$ cat src/rtl/mc_pkg.sv
// Shared definitions for the multicycle controller: state encoding, opcodes,
// and the datapath mux / ALU / immediate select encodings.
// Latency: n/a (package). Backpressure: n/a.
package mc_pkg;

  typedef enum logic [3:0] {
    S_FETCH    = 4'd0,
    S_DECODE   = 4'd1,
    S_MEMADR   = 4'd2,
    S_MEMREAD  = 4'd3,
    S_MEMWB    = 4'd4,
    S_MEMWRITE = 4'd5,
    S_EXECUTER = 4'd6,
    S_EXECUTEI = 4'd7,
    S_ALUWB    = 4'd8,
    S_JAL      = 4'd9,
    S_BEQ      = 4'd10
  } state_t;

  localparam logic [6:0] OP_LW  = 7'b0000011;
  localparam logic [6:0] OP_SW  = 7'b0100011;
  localparam logic [6:0] OP_R   = 7'b0110011;
  localparam logic [6:0] OP_I   = 7'b0010011;
  localparam logic [6:0] OP_JAL = 7'b1101111;
  localparam logic [6:0] OP_BEQ = 7'b1100011;

  localparam logic [1:0] RES_ALUOUT    = 2'b00;
  localparam logic [1:0] RES_DATA      = 2'b01;
  localparam logic [1:0] RES_ALURESULT = 2'b10;

  localparam logic [1:0] SRCA_PC    = 2'b00;
  localparam logic [1:0] SRCA_OLDPC = 2'b01;
  localparam logic [1:0] SRCA_RD1   = 2'b10;

  localparam logic [1:0] SRCB_RD2  = 2'b00;
  localparam logic [1:0] SRCB_IMM  = 2'b01;
  localparam logic [1:0] SRCB_FOUR = 2'b10;

  localparam logic [1:0] ALUOP_ADD   = 2'b00;
  localparam logic [1:0] ALUOP_SUB   = 2'b01;
  localparam logic [1:0] ALUOP_FUNCT = 2'b10;

  localparam logic [1:0] IMM_I = 2'b00;
  localparam logic [1:0] IMM_S = 2'b01;
  localparam logic [1:0] IMM_B = 2'b10;
  localparam logic [1:0] IMM_J = 2'b11;

  // State entered after DECODE; S_FETCH marks an unsupported opcode.
  function automatic state_t decode_next(input logic [6:0] op);
    state_t nxt;
    case (op)
      OP_LW, OP_SW: nxt = S_MEMADR;
      OP_R:         nxt = S_EXECUTER;
      OP_I:         nxt = S_EXECUTEI;
      OP_JAL:       nxt = S_JAL;
      OP_BEQ:       nxt = S_BEQ;
      default:      nxt = S_FETCH;
    endcase
    return nxt;
  endfunction

endpackage

$ cat src/rtl/immdec.sv
// Immediate-format select decoded from the opcode.
// Latency: combinational. Backpressure: none.
// Ports: op (opcode) in, ImmSrc (immediate format select) out.
module immdec
  import mc_pkg::*;
(
  input  logic [6:0] op,
  output logic [1:0] ImmSrc
);

  always_comb begin
    ImmSrc = IMM_I;
    case (op)
      OP_SW:   ImmSrc = IMM_S;
      OP_BEQ:  ImmSrc = IMM_B;
      OP_JAL:  ImmSrc = IMM_J;
      default: ImmSrc = IMM_I;
    endcase
  end

endmodule

$ cat src/rtl/multicycle_ctrl.sv
// Multicycle RISC-V control FSM: Moore outputs per state, with MemReady/Zero strobes.
// Latency: FETCH-to-FETCH lw 5, sw/R/I/jal 4, beq 3 cycles with zero memory wait.
// Backpressure: FETCH/MEMREAD/MEMWRITE hold MemReq until MemReady; MemReady elsewhere ignored.
// Ports: clk, rst_n; op, Zero, MemReady in; MemReq, MemWrite, AdrSrc, IRWrite, PCWrite,
//   RegWrite, ResultSrc, ALUSrcA, ALUSrcB, ALUOp, ImmSrc, InstrDone, IllegalOp out.
module multicycle_ctrl
  import mc_pkg::*;
(
  input  logic       clk,
  input  logic       rst_n,
  input  logic [6:0] op,
  input  logic       Zero,
  input  logic       MemReady,
  output logic       MemReq,
  output logic       MemWrite,
  output logic       AdrSrc,
  output logic       IRWrite,
  output logic       PCWrite,
  output logic       RegWrite,
  output logic [1:0] ResultSrc,
  output logic [1:0] ALUSrcA,
  output logic [1:0] ALUSrcB,
  output logic [1:0] ALUOp,
  output logic [1:0] ImmSrc,
  output logic       InstrDone,
  output logic       IllegalOp
);

  state_t state;
  state_t state_nxt;

  logic       mem_req;
  logic       mem_write;
  logic       adr_src;
  logic       ir_write;
  logic       pc_write;
  logic       reg_write;
  logic [1:0] result_src;
  logic [1:0] alu_src_a;
  logic [1:0] alu_src_b;
  logic [1:0] alu_op;
  logic       instr_done;
  logic       illegal_op;

  immdec u_immdec (
    .op     (op),
    .ImmSrc (ImmSrc)
  );

  always_ff @(posedge clk or negedge rst_n) begin
    if (!rst_n) state <= S_FETCH;
    else        state <= state_nxt;
  end

  always_comb begin
    state_nxt = state;
    case (state)
      S_FETCH:    state_nxt = MemReady ? S_DECODE : S_FETCH;
      S_DECODE:   state_nxt = decode_next(op);
      S_MEMADR:   state_nxt = (op == OP_LW) ? S_MEMREAD : S_MEMWRITE;
      S_MEMREAD:  state_nxt = MemReady ? S_MEMWB : S_MEMREAD;
      S_MEMWB:    state_nxt = S_FETCH;
      S_MEMWRITE: state_nxt = MemReady ? S_FETCH : S_MEMWRITE;
      S_EXECUTER: state_nxt = S_ALUWB;
      S_EXECUTEI: state_nxt = S_ALUWB;
      S_ALUWB:    state_nxt = S_FETCH;
      S_JAL:      state_nxt = S_ALUWB;
      S_BEQ:      state_nxt = S_FETCH;
      default:    state_nxt = S_FETCH;
    endcase
  end

  always_comb begin
    mem_req    = 1'b0;
    mem_write  = 1'b0;
    adr_src    = 1'b0;
    ir_write   = 1'b0;
    pc_write   = 1'b0;
    reg_write  = 1'b0;
    result_src = RES_ALUOUT;
    alu_src_a  = SRCA_PC;
    alu_src_b  = SRCB_RD2;
    alu_op     = ALUOP_ADD;
    instr_done = 1'b0;
    illegal_op = 1'b0;
    case (state)
      S_FETCH: begin
        // PC+4 is computed while the fetch is outstanding; IR/PC load only on completion.
        mem_req    = 1'b1;
        alu_src_b  = SRCB_FOUR;
        result_src = RES_ALURESULT;
        ir_write   = MemReady;
        pc_write   = MemReady;
      end
      S_DECODE: begin
        // Branch/jump target OldPC+imm is precomputed here.
        alu_src_a  = SRCA_OLDPC;
        alu_src_b  = SRCB_IMM;
        illegal_op = (decode_next(op) == S_FETCH);
      end
      S_MEMADR: begin
        alu_src_a = SRCA_RD1;
        alu_src_b = SRCB_IMM;
      end
      S_MEMREAD: begin
        mem_req = 1'b1;
        adr_src = 1'b1;
      end
      S_MEMWB: begin
        result_src = RES_DATA;
        reg_write  = 1'b1;
        instr_done = 1'b1;
      end
      S_MEMWRITE: begin
        mem_req    = 1'b1;
        mem_write  = 1'b1;
        adr_src    = 1'b1;
        instr_done = MemReady;
      end
      S_EXECUTER: begin
        alu_src_a = SRCA_RD1;
        alu_src_b = SRCB_RD2;
        alu_op    = ALUOP_FUNCT;
      end
      S_EXECUTEI: begin
        alu_src_a = SRCA_RD1;
        alu_src_b = SRCB_IMM;
        alu_op    = ALUOP_FUNCT;
      end
      S_ALUWB: begin
        reg_write  = 1'b1;
        instr_done = 1'b1;
      end
      S_JAL: begin
        // PC <- target (ALUOut from DECODE) while ALU forms the link value OldPC+4.
        alu_src_a = SRCA_OLDPC;
        alu_src_b = SRCB_FOUR;
        pc_write  = 1'b1;
      end
      S_BEQ: begin
        alu_src_a  = SRCA_RD1;
        alu_src_b  = SRCB_RD2;
        alu_op     = ALUOP_SUB;
        pc_write   = Zero;
        instr_done = 1'b1;
      end
      default: begin
      end
    endcase
  end

  // Reset also masks the decoded outputs so an outstanding MemReq drops
  // immediately rather than at the next clock edge.
  assign MemReq    = mem_req    & rst_n;
  assign MemWrite  = mem_write  & rst_n;
  assign AdrSrc    = adr_src    & rst_n;
  assign IRWrite   = ir_write   & rst_n;
  assign PCWrite   = pc_write   & rst_n;
  assign RegWrite  = reg_write  & rst_n;
  assign ResultSrc = result_src & {2{rst_n}};
  assign ALUSrcA   = alu_src_a  & {2{rst_n}};
  assign ALUSrcB   = alu_src_b  & {2{rst_n}};
  assign ALUOp     = alu_op     & {2{rst_n}};
  assign InstrDone = instr_done & rst_n;
  assign IllegalOp = illegal_op & rst_n;

endmodule

$ cat config.mk
export PLATFORM = sky130hd
export DESIGN_NAME = multicycle_ctrl
export DESIGN_NICKNAME = d
export VERILOG_FILES = /design/src/rtl/mc_pkg.sv /design/src/rtl/immdec.sv /design/src/rtl/multicycle_ctrl.sv
export SDC_FILE = /design/constraint.sdc
export NUM_CORES = 1
export LEC_CHECK = 0
export ABC_AREA = 1
export BUFFER_PORTS_ARGS = -buffer_cell sky130_fd_sc_hd__buf_2
export CAP_MARGIN = 20
export CORE_UTILIZATION = 30
export CTS_BUF_LIST = sky130_fd_sc_hd__clkbuf_16
export CTS_CLUSTER_SIZE = 30
export DETAILED_ROUTE_END_ITERATION = 8
export GPL_ROUTABILITY_DRIVEN = 0
export PLACE_DENSITY = 0.68
export SLEW_MARGIN = 20
export SYNTH_ARGS = -nofsm -noshare
export SYNTH_HDL_FRONTEND = slang
export SYNTH_SLANG_ARGS = --single-unit
$ cat constraint.sdc
create_clock -name clk -period 1.2 [get_ports clk]
set_input_delay 0.12 -clock clk [delete_from_list [all_inputs] [get_ports clk]]
set_output_delay 0.12 -clock clk [all_outputs]
set_load 0.05 [all_outputs]
==> flow_metrics.env <==
export IMPL_slew_viol_final=0
export IMPL_cts_sinks=4
export IMPL_setup_viol=20
export IMPL_synth_edf_count=0
export IMPL_yosysWarnings=0
export IMPL_ant_nets=0
export IMPL_grt_pass1_vias=859
export IMPL_ys_top_cells_by_area="nand2_1, dfrtp_1, nor2_1, inv_1, nor2_4"
export IMPL_grt_max_degree=10
export IMPL_syn_inst=104
export IMPL_crit_family="simple AND/OR/NAND/NOR gates"
export IMPL_max_cap_violations=0
export IMPL_num_rows=15
export IMPL_top_register="state"
export IMPL_violations="negative setup slack"
export IMPL_min_path_type="input port to register"
export IMPL_fmax_mhz=609
export IMPL_power_density_mw_per_mm2=866
export IMPL_cp_data_required_time_ns=1.08
export IMPL_switchingPower_uw=416
export IMPL_dr_pass1_iters=4
export IMPL_crit_arrival_ns=1.52
export IMPL_p_seq_share_pct=13.5
export IMPL_grt_use_total_pct=25.9
export IMPL_ys_types=16
export IMPL_areaGrowthSynthToFinish_pct=151
export IMPL_drive_above_1_share_pct=65.8
export IMPL_finalCritPeriodShare_pct=137
export IMPL_post_layout_nonfiller_instances=186
export IMPL_async_reset_ff_share_pct=100
export IMPL_synth_seq_cells=4
export IMPL_utilization_pct=80.1
export IMPL_n_antenna_cell=0
export IMPL_yosys_most_used_dff="dfrtp_1"
export IMPL_antenna_found_initial=0
export IMPL_p_comb_share_pct=41.1
export IMPL_cpPeakStageDelay_ns=0.43
export IMPL_min_period_ns=1.64
export IMPL_core_mm2=0.00171
export IMPL_path_buf_inv=2
export IMPL_die_h_um=44.6
export IMPL_yosys_area_top_type="nand2_1"
export IMPL_skew_ns=0.00302
export IMPL_die_area_mm2=0.00199
export IMPL_status="complete, but fails checks"
export IMPL_avgViaCountPerCell=4.91
export IMPL_cts_buffers_inserted=3
export IMPL_drt_total_wl_um=2650
export IMPL_grt_overflow=0
export IMPL_syn_num_nets=115
export IMPL_wl_per_cell_um=14.3
export IMPL_start_kind="register"
export IMPL_p_clk_share_pct=45.4
export IMPL_p_sw_share_pct=35.1
export IMPL_reg_top3="state (4)"
export IMPL_fp_dieW_um=44.6
export IMPL_finalPower_uw=1190
export IMPL_p_leak_uw=0.000680
export IMPL_setup_slack_ns=-0.443
export IMPL_max_slew_worst_pin_slew_ns=0.249
export IMPL_dp_cells=174
export IMPL_synth_area_per_cell_um2=5.23
export IMPL_clk_path_buf_depth=2
export IMPL_seq_area_frac_synth_pct=18.4
export IMPL_grt_pass1_wl_um=3720
export IMPL_io_buffers=28
export IMPL_clockRootBuffer="clkbuf_16"
export IMPL_rsz0062_at_grt="yes"
export IMPL_cts_tree="yes"
export IMPL_finalHoldViolations=0
export IMPL_syn_cell_area_um2=544
export IMPL_start_util_pct=31.9
export IMPL_clkTransAtPathRegs_ns=0.03
export IMPL_slew_headroom_pct=83.5
export IMPL_hold_ws_ns=0.188
export IMPL_synth_top_cell_area_share_pct=24.1
export IMPL_hpwl_um=1400
export IMPL_largest_register_ffs=4
export IMPL_crit_path_max_fanout=4
export IMPL_endpoint_kind="output port"
export IMPL_nNetsFinal=173
export IMPL_crit_slowest_cell="dfrtp_2"
export IMPL_vdd_drop_max_mv=0.742
export IMPL_p_int_uw=770
export IMPL_clk_latency_ns=0.23
export IMPL_worstSetupPathType="register to output port"
export IMPL_num_vias=914
export IMPL_ys_top_cells_by_count="nand2_1, nor2_1, inv_1"
export IMPL_drt_iter0_markers=7
export IMPL_yosysMostFrequentCell="nand2_1"
export IMPL_cp_cell_sequence="buf_6 -> nor2_4 -> nand2_4 -> nor2_4 -> nand2_1 -> nand3b_1 -> buf_6"
export IMPL_h_tree_depth=1
export IMPL_ios=29
export IMPL_drc=0
-- stage by stage --
| stage | TNS, ns | instance area, um^2 | worst slack, ns |
|---|---|---|---|
| global route | -6.21 | 1370 | -0.495 |
| floorplan | -2.85 | 613 | -0.417 |
| CTS | -4.28 | 1190 | -0.313 |
| detailed placement | -1.63 | 912 | -0.155 |
| finish | -5.43 | 1370 | -0.443 |
| global placement | -1.29 | 912 | -0.150 |
-- cells in the final DEF, fill, tap and decap left out --
master / n
a21oi_1: 1
a21oi_2: 3
a31oi_4: 2
and2_1: 1
buf_12: 1
buf_2: 11
buf_4: 18
buf_6: 19
buf_8: 3
clkbuf_16: 3
clkinv_1: 1
dfrtp_2: 4
dlygate4sd3_1: 1
inv_1: 9
inv_2: 6
inv_4: 1
inv_6: 1
nand2_1: 25
nand2_2: 7
nand2_4: 3
nand2_8: 1
nand3_1: 3
nand3_2: 3
nand3_4: 2
nand3b_1: 1
nor2_1: 11
nor2_2: 3
nor2_4: 11
nor3_1: 1
nor3_4: 2
o21ai_0: 1
o21ai_2: 2
-- timing repair --
action / CTS / global route
hold buffers: 1 / 0
pin swaps: 13 / 19
hold endpoints to repair: 4 / 0
buffers inserted: 5 / 5
setup endpoints to repair: 19 / 22
gates resized for setup: 48 / 42
-- logic make-up (layout without fill, tap and decap cells) --
kind of cell,after synthesis,after routing,synth area share [%]
AND/OR/NAND/NOR,74,74,61.2
buffers and inverters,17,74,11.7
AO/OA/AOI/OAI,9,9,8.73
flip-flops,4,4,18.4
-- worst reg2reg max path, stage by stage, from the launching register on --
cell	delay, ns
dfrtp_2	0.46
inv_4	0.13
nor2_4	0.06
buf_4	0.14
buf_4	0.12
nand3_2	0.05
nand2_1	0.05
nor2_1	0.10
nand2_1	0.06
-- layout make-up --
class,count,area (um^2)
multi-input cells,83,603
repair buffers,53,479
fillers,107,339
flip-flops and latches,4,105
clock buffers,3,75.1
inverters,17,71.3
well taps,25,31.3
clock inverters,1,3.75
-- power groups by stage --
stage / clock network (uW) / registers (uW) / logic (uW)
after global routing: 553 / 160 / 511
after global placement: 0 / 150 / 323
after CTS: 542 / 152 / 403
after floorplan: 0 / 150 / 217
after detailed placement: 0 / 151 / 326
final: 539 / 160 / 487
-- layer usage --
layer	vias up	GRT usage [%]	wire, um
li1	438	-	-
met5	-	0	0
met4	0	10.9	35
met3	2	5.31	96
met2	33	44.4	1490
met1	441	31.3	1030
-- path summary, 6_finish.rpt --
path	end	slack [ns]	start	cells after the start
setup / recovery	InstrDone	-0.44	state[3]$_DFF_PN0_	7
hold / removal	state[2]$_DFF_PN0_	0.19	op[4]	3
setup reg to reg	state[0]$_DFF_PN0_	-0.08	state[0]$_DFF_PN0_	8
hold reg to reg	state[2]$_DFF_PN0_	0.93	state[3]$_DFF_PN0_	6
max in group asynchronous	state[1]$_DFF_PN0_	0.46	rst_n	3
min in group asynchronous	state[3]$_DFF_PN0_	0.54	rst_n	3
Note: power is estimated with default switching activity, not from simulation.
